[config.mk]
export PLATFORM = sky130hd
export DESIGN_NAME = ex_mem_flag_stage_flat
export DESIGN_NICKNAME = d
export VERILOG_FILES = /design/src/rtl/ex_mem_flag_stage_if.sv /design/src/rtl/ex_mem_flag_stage.sv /design/src/flat_wrapper.sv
export SDC_FILE = /design/constraint.sdc
export NUM_CORES = 1
export LEC_CHECK = 0
export ABC_AREA = 1
export CAP_MARGIN = 20
export CORE_ASPECT_RATIO = 0.7
export CORE_MARGIN = 1.5
export CORE_UTILIZATION = 39
export DETAILED_ROUTE_END_ITERATION = 16
export PLACE_DENSITY = 0.87
export SYNTH_ARGS = -nofsm -noshare
export SYNTH_HDL_FRONTEND = slang
export SYNTH_SLANG_ARGS = --single-unit
export TNS_END_PERCENT = 1
[constraint.sdc]
create_clock -name clk -period 1.6 [get_ports clk]
set_input_delay 0.48 -clock clk [delete_from_list [all_inputs] [get_ports clk]]
set_output_delay 0.48 -clock clk [all_outputs]
set_load 0.005 [all_outputs]
[src/rtl/ex_mem_flag_stage_if.sv]
// ============================================================================
// Module  : ex_mem_flag_stage_if
// Brief   : EX->MEM boundary bundle: EX-side inputs, stall/flush control,
//           latched MEM outputs and the NZCV/branch flag views.
// Revision: 1.0 - initial release
// ============================================================================
`default_nettype none

interface ex_mem_flag_stage_if #(
  parameter int DATA_WIDTH     = 64,
  parameter int REG_ADDR_WIDTH = 5
);
  logic                      ex_valid;
  logic [DATA_WIDTH-1:0]     ex_result;
  logic                      ex_carryout;
  logic                      ex_overflow;
  logic                      ex_set_flags;
  logic                      ex_reg_write;
  logic [REG_ADDR_WIDTH-1:0] ex_rd;
  logic                      stall;
  logic                      flush;

  logic                      mem_valid;
  logic [DATA_WIDTH-1:0]     mem_result;
  logic [REG_ADDR_WIDTH-1:0] mem_rd;
  logic                      mem_reg_write;
  logic [3:0]                flags;
  logic [3:0]                br_flags;
  logic                      ex_zero;

  // Upstream EX stage / hazard unit side
  modport master (
    output ex_valid, ex_result, ex_carryout, ex_overflow, ex_set_flags,
           ex_reg_write, ex_rd, stall, flush,
    input  mem_valid, mem_result, mem_rd, mem_reg_write, flags, br_flags,
           ex_zero
  );

  // Pipeline register side
  modport slave (
    input  ex_valid, ex_result, ex_carryout, ex_overflow, ex_set_flags,
           ex_reg_write, ex_rd, stall, flush,
    output mem_valid, mem_result, mem_rd, mem_reg_write, flags, br_flags,
           ex_zero
  );
endinterface

`default_nettype wire

[src/rtl/ex_mem_flag_stage.sv]
// ============================================================================
// Module  : ex_mem_flag_stage
// Brief   : EX/MEM pipeline latch with architectural NZCV register, zero
//           detect and branch flag view. Optional macro FLAG_FWD_EN forwards
//           the EX-stage NZCV to br_flags.
// Revision: 1.0 - initial release
// ============================================================================
`default_nettype none

module ex_mem_flag_stage #(
  parameter int DATA_WIDTH     = 64,
  parameter int REG_ADDR_WIDTH = 5
) (
  input  wire                        clk,
  input  wire                        rst_n,
  ex_mem_flag_stage_if.slave         bus
);

  logic                      mem_valid_q;
  logic [DATA_WIDTH-1:0]     mem_result_q;
  logic [REG_ADDR_WIDTH-1:0] mem_rd_q;
  logic                      mem_reg_write_q;
  logic [3:0]                flags_q;
  logic [3:0]                ex_nzcv;
  logic                      ex_writes_flags;

  always_comb begin
    ex_nzcv = {bus.ex_result[DATA_WIDTH-1], ~|bus.ex_result,
               bus.ex_carryout, bus.ex_overflow};
    ex_writes_flags = bus.ex_valid & bus.ex_set_flags;
  end

  // Priority: reset > flush > stall > advance
  always_ff @(posedge clk) begin
    if (!rst_n) begin
      mem_valid_q     <= 1'b0;
      mem_result_q    <= '0;
      mem_rd_q        <= '0;
      mem_reg_write_q <= 1'b0;
      flags_q         <= 4'b0000;
    end else if (bus.flush) begin
      mem_valid_q     <= 1'b0;
      mem_result_q    <= '0;
      mem_rd_q        <= '0;
      mem_reg_write_q <= 1'b0;
    end else if (!bus.stall) begin
      mem_valid_q     <= bus.ex_valid;
      mem_result_q    <= bus.ex_result;
      mem_rd_q        <= bus.ex_rd;
      mem_reg_write_q <= bus.ex_valid & bus.ex_reg_write;
      if (ex_writes_flags) begin
        flags_q <= ex_nzcv;
      end
    end
  end

  assign bus.mem_valid     = mem_valid_q;
  assign bus.mem_result    = mem_result_q;
  assign bus.mem_rd        = mem_rd_q;
  assign bus.mem_reg_write = mem_reg_write_q;
  assign bus.flags         = flags_q;
  assign bus.ex_zero       = ~|bus.ex_result;

`ifdef FLAG_FWD_EN
  // A stalled flag-setter is still in EX, so forwarding stays active under stall
  assign bus.br_flags = (ex_writes_flags & ~bus.flush) ? ex_nzcv : flags_q;
`else
  assign bus.br_flags = flags_q;
`endif

endmodule

`default_nettype wire
[src/flat_wrapper.sv]
// flat-port wrapper written by rule: the top's interface ports become plain ports
module ex_mem_flag_stage_flat 
#(
  parameter int DATA_WIDTH     = 64,
  parameter int REG_ADDR_WIDTH = 5
)
  (clk, rst_n, bus_ex_valid, bus_ex_result, bus_ex_carryout, bus_ex_overflow, bus_ex_set_flags, bus_ex_reg_write, bus_ex_rd, bus_stall, bus_flush, bus_mem_valid, bus_mem_result, bus_mem_rd, bus_mem_reg_write, bus_flags, bus_br_flags, bus_ex_zero);
  ex_mem_flag_stage_if #(.DATA_WIDTH(DATA_WIDTH), .REG_ADDR_WIDTH(REG_ADDR_WIDTH)) bus_i ();
  input  wire clk;
  input  wire rst_n;
  input wire logic [$bits(bus_i.ex_valid)-1:0] bus_ex_valid;
  input wire logic [$bits(bus_i.ex_result)-1:0] bus_ex_result;
  input wire logic [$bits(bus_i.ex_carryout)-1:0] bus_ex_carryout;
  input wire logic [$bits(bus_i.ex_overflow)-1:0] bus_ex_overflow;
  input wire logic [$bits(bus_i.ex_set_flags)-1:0] bus_ex_set_flags;
  input wire logic [$bits(bus_i.ex_reg_write)-1:0] bus_ex_reg_write;
  input wire logic [$bits(bus_i.ex_rd)-1:0] bus_ex_rd;
  input wire logic [$bits(bus_i.stall)-1:0] bus_stall;
  input wire logic [$bits(bus_i.flush)-1:0] bus_flush;
  output wire logic [$bits(bus_i.mem_valid)-1:0] bus_mem_valid;
  output wire logic [$bits(bus_i.mem_result)-1:0] bus_mem_result;
  output wire logic [$bits(bus_i.mem_rd)-1:0] bus_mem_rd;
  output wire logic [$bits(bus_i.mem_reg_write)-1:0] bus_mem_reg_write;
  output wire logic [$bits(bus_i.flags)-1:0] bus_flags;
  output wire logic [$bits(bus_i.br_flags)-1:0] bus_br_flags;
  output wire logic [$bits(bus_i.ex_zero)-1:0] bus_ex_zero;
  assign bus_i.ex_valid = bus_ex_valid;
  assign bus_i.ex_result = bus_ex_result;
  assign bus_i.ex_carryout = bus_ex_carryout;
  assign bus_i.ex_overflow = bus_ex_overflow;
  assign bus_i.ex_set_flags = bus_ex_set_flags;
  assign bus_i.ex_reg_write = bus_ex_reg_write;
  assign bus_i.ex_rd = bus_ex_rd;
  assign bus_i.stall = bus_stall;
  assign bus_i.flush = bus_flush;
  assign bus_mem_valid = bus_i.mem_valid;
  assign bus_mem_result = bus_i.mem_result;
  assign bus_mem_rd = bus_i.mem_rd;
  assign bus_mem_reg_write = bus_i.mem_reg_write;
  assign bus_flags = bus_i.flags;
  assign bus_br_flags = bus_i.br_flags;
  assign bus_ex_zero = bus_i.ex_zero;
  ex_mem_flag_stage #(.DATA_WIDTH(DATA_WIDTH), .REG_ADDR_WIDTH(REG_ADDR_WIDTH)) u_core (.clk(clk), .rst_n(rst_n), .bus(bus_i));
endmodule
**Word level (Yosys, flattened, before mapping)**

Cells that the tools add are included.
W data, S select, Z words.

- Bits in registers: 75
- Output and inout bits: 80
- Word-level logic and storage cells: 14

- Reduce and logical (&&, ||, !) cells: 4
- Bitwise gates (word level): 5

Operators with widths:

| cell | number |
|---|---|
| $reduce_or A64 Y1 | 1 |
| $not A1 Y1 | 3 |
| $reduce_and A3 Y1 | 1 |
| $and A1 B1 Y1 | 2 |
| $reduce_or A2 Y1 | 1 |
| $logic_not A1 Y1 | 1 |

**Depth between registers and ports, before layout**

- Depth after elaboration: 2
- Depth in mapped cells: 7

**Worst setup path before layout**

Ideal clock, no wire load.

- Path type: in2out
- From: in bus_ex_result[57]
- To: out bus_ex_zero
- Slack: 0.161 ns
- Arrival: 0.959 ns
- Path buffers: 0
- Cell stages on the path: 7
- Path through: nor2_1 nand2_1 nor2_1 nand2_1 nor2_1 nand2_1 inv_1

- Word-level cells in the longest chain between the ends: 2

Ends and longest elaborated chain:

| element | RTL line | source |
|---|---|---|
| start, declared | flat_wrapper.sv:12 | `input wire logic [$bits(bus_i.ex_result)-1:0] bus_ex_result;` |
| $reduce_or A64 Y1 | ex_mem_flag_stage.sv:62 | `assign bus.ex_zero = ~\|bus.ex_result;` |
| $logic_not A1 Y1 | ex_mem_flag_stage.sv:62 |  |
| end, declared | flat_wrapper.sv:26 | `output wire logic [$bits(bus_i.ex_zero)-1:0] bus_ex_zero;` |

No other way between the ends.

**Worst setup path after layout**

- From: in bus_ex_result[21]
- To: out bus_ex_zero

The elaborated chain is that of the path after synthesis.

==> metrics.log <==
[metrics] Die Ht: 74.8 um
[metrics] root cell of the clock tree: clkbuf_8
[metrics] die outline area: 7900 um^2
[metrics] vias in the first global route: 2855
[metrics] pin slew with the least headroom to its limit: 299 ps
[metrics] crit start category: input pin
[metrics] overall fraction of global-route tracks in use: 21.6%
[metrics] count of TritonRoute iterations in the first routing pass: 4
[metrics] number of hold violations in the final report: 0
[metrics] final critical delay including setup and external delays: 1780 ps
[metrics] share of layout cells above drive strength 1: 26.9%
[metrics] Hold Crit Class: in -> reg
[metrics] final WL: 8630 um
[metrics] largest buffer count on any clock path: 2
[metrics] share of the clock period used by the worst path: 111%
[metrics] count of flip-flops with a built-in enable after synthesis: 0
[metrics] Post-Syn Area: 2880 um^2
[metrics] top_reg_cell synth: dfxtp_1
[metrics] global placement routability congestion: 0.835
[metrics] DIE WIDTH: 106 um
[metrics] number of unique standard cell types used by synthesis: 16
[metrics] clock edge transition at the registers on the reported setup and hold paths: 70 ps
[metrics] ratio of total power to cell area: 832 nW/um^2
[metrics] maximum number of pins on one net before global-route repair: 72
[metrics] VDD IR max: 0.523 mV
[metrics] number of CTS-inserted buffers: 9
[metrics] wire length of the first global-routing pass: 13300 um
[metrics] CP Class: in -> out
[metrics] Critical Path Fanout Max: 2
[metrics] input/output buffers: 157
[metrics] residual antenna-violating net count after detailed routing: 0
[metrics] final net count: 638
[metrics] final instance count without filler cells: 659
[metrics] clock latency on the worst-skew pair: 340 ps
[metrics] area growth from synthesis to layout: 63.2%
[metrics] synthesized net count: 473
[metrics] Core Box Area: 6940 um^2
[metrics] Vias/cell: 4.71
[metrics] post-route worst hold slack: 378 ps
[metrics] end-of-flow core utilization: 67.6%
[metrics] Clock Skews: 0 ps
[metrics] highest achievable clock rate: 0.563 GHz
[metrics] endpoint type of the worst setup path: primary output
[metrics] effective utilization at floorplan: 41.4%
[metrics] Final Slew Violations: 0
[metrics] Slew HR: 80.1%
[metrics] antenna cell count: 0
[metrics] outcome: finished with violations
[metrics] via count of the routed design: 3104
[metrics] register bit total from synthesis: 75
[metrics] cell type with the highest aggregate area in the netlist: dfxtp_1
[metrics] share of flip-flops with an asynchronous set or reset: 0%
[metrics] unrepaired setup endpoints after global routing: true
[metrics] TritonCTS clock tree: done
[metrics] leakage power of the design: 2.25 nW
[metrics] post-synthesis area per instance: 7.28 um^2
[metrics] list of most frequent post-synthesis cells: nand2_1 (162), dfxtp_1 (75), a21oi_1 (72), nor2_1 (48), buf_2 (15)
[metrics] count of pins on the block boundary: 158
[metrics] Final Power: 3.91 mW
[metrics] cell types occupying the most area after synthesis: dfxtp_1 (52%), nand2_1 (21%), a21oi_1 (13%), nor2_1 (6.3%), buf_2 (2.6%)
[metrics] violated checks: setup timing
[metrics] number of instances in the synthesized netlist: 395
[metrics] DRT iter0 DRCs: 127
[metrics] max-cap violation count: 0
[metrics] Yosys top cell area share: 52.2%
[metrics] most instantiated library cell after synthesis: nand2_1
[metrics] initial antenna violation count: 0
[metrics] routed len/inst: 13.1 um
[metrics] standard-cell row count: 25
[metrics] PnR worst setup slack: -177 ps
[metrics] arrival time reported for the critical path endpoint: 1300 ps
[metrics] share of the yosys chip area belonging to registers: 52.2%
[metrics] total of warnings raised by yosys: 0
[metrics] count of H-tree levels built during CTS: 3
[metrics] final setup vio count: 1
[metrics] remaining global-route overflow: 0
[metrics] required time of the critical path: 1120 ps
[metrics] remaining design rule violation count: 0
[metrics] number of placed instances, taps included: 638
[metrics] placed wire-length estimate: 6120 um
[metrics] sinks on the clock net: 75
metal layers:
metal,GRT usage (%),wire length (um)
met1,24.3,3560
met2,36.2,4010
met3,9.96,892
met4,9.46,166
met5,0,0
report_power, final:
group	leakage [nW]	internal, mW	switching, mW	total (mW)
combinational	1.54	0.283	0.257	0.539
clock	0.0885	0.720	0.690	1.41
sequential	0.621	1.93	0.0288	1.96
total	2.25	2.93	0.976	3.91
path summary, 6_finish.rpt:
kind	from	slack, ps	to	depth (start not counted)
max	bus_ex_result[21]	-180	bus_ex_zero	9
max reg2reg	u_core.bus.br_flags[2]$_SDFFE_PN0P_	950	u_core.bus.br_flags[2]$_SDFFE_PN0P_	2
min	bus_ex_result[17]	380	u_core.bus.mem_result[17]$_SDFFE_PP0N_	3
min reg2reg	u_core.bus.mem_result[61]$_SDFFE_PP0N_	460	u_core.bus.mem_result[61]$_SDFFE_PP0N_	2
registers in the layout (all words and copies together) (netlist names):
name	count
u_core.bus.mem_result	64
u_core.bus.mem_rd	5
u_core.bus.br_flags	4
u_core.bus.mem_reg_write	1
u_core.bus.mem_valid	1
logic make-up (layout without fill, tap and decap cells):
| group | count (synthesis) | count (layout) | synth area share (%) |
|---|---|---|---|
| buffers and inverters | 30 | 200 | 5.66 |
| DFF | 75 | 75 | 52.2 |
| AOI/OAI and AO/OA | 76 | 76 | 13.2 |
| and+or+nand+nor | 214 | 214 | 28.9 |
placed cells by master (no fill, tap or decap), drive strengths merged:
cell and n:
dlygate4sd2 79, nand3 1, inv 4, nand2 164
clkdlybuf4s50 12, nor2 49, a21oi 72, o21ai 4
buf 88, clkbuf 11, clkinvlp 3, dfxtp 75
clkinv 2, bufinv 1
worst max-delay path: stages:
cell,delay [ps]
buf_6,100
nor2_4,90
nand2_1,70
nor2_2,110
nand2_1,90
nor2_1,120
nand2_1,70
inv_1,60
buf_2,110
final cells by class:
cell class / count / area [um^2]
inverters: 4 / 20.0
multi-input cells: 290 / 1290
clock buffers: 10 / 128
well taps: 94 / 118
flip-flops and latches: 75 / 1530
repair buffers: 180 / 1540
fillers: 648 / 2250
clock inverters: 6 / 66.3
stage by stage:
stage / area (um^2) / setup TNS (ps) / setup slack (ps)
floorplan: 2880 / 0 / 161
global placement: 4600 / -1140 / -953
detailed placement: 4600 / -1210 / -974
CTS: 4510 / -405 / -216
global route: 4690 / -431 / -310
finish: 4690 / -177 / -177
repair_timing:
item	4_1_cts	5_1_grt
hold buffers	0	0
hold endpoints to repair	0	0
pin swaps	63	40
resized for setup	360	54
buffers inserted	6	0
endpoints found under the setup margin	80	2
Power figures use the tool's default switching activity.
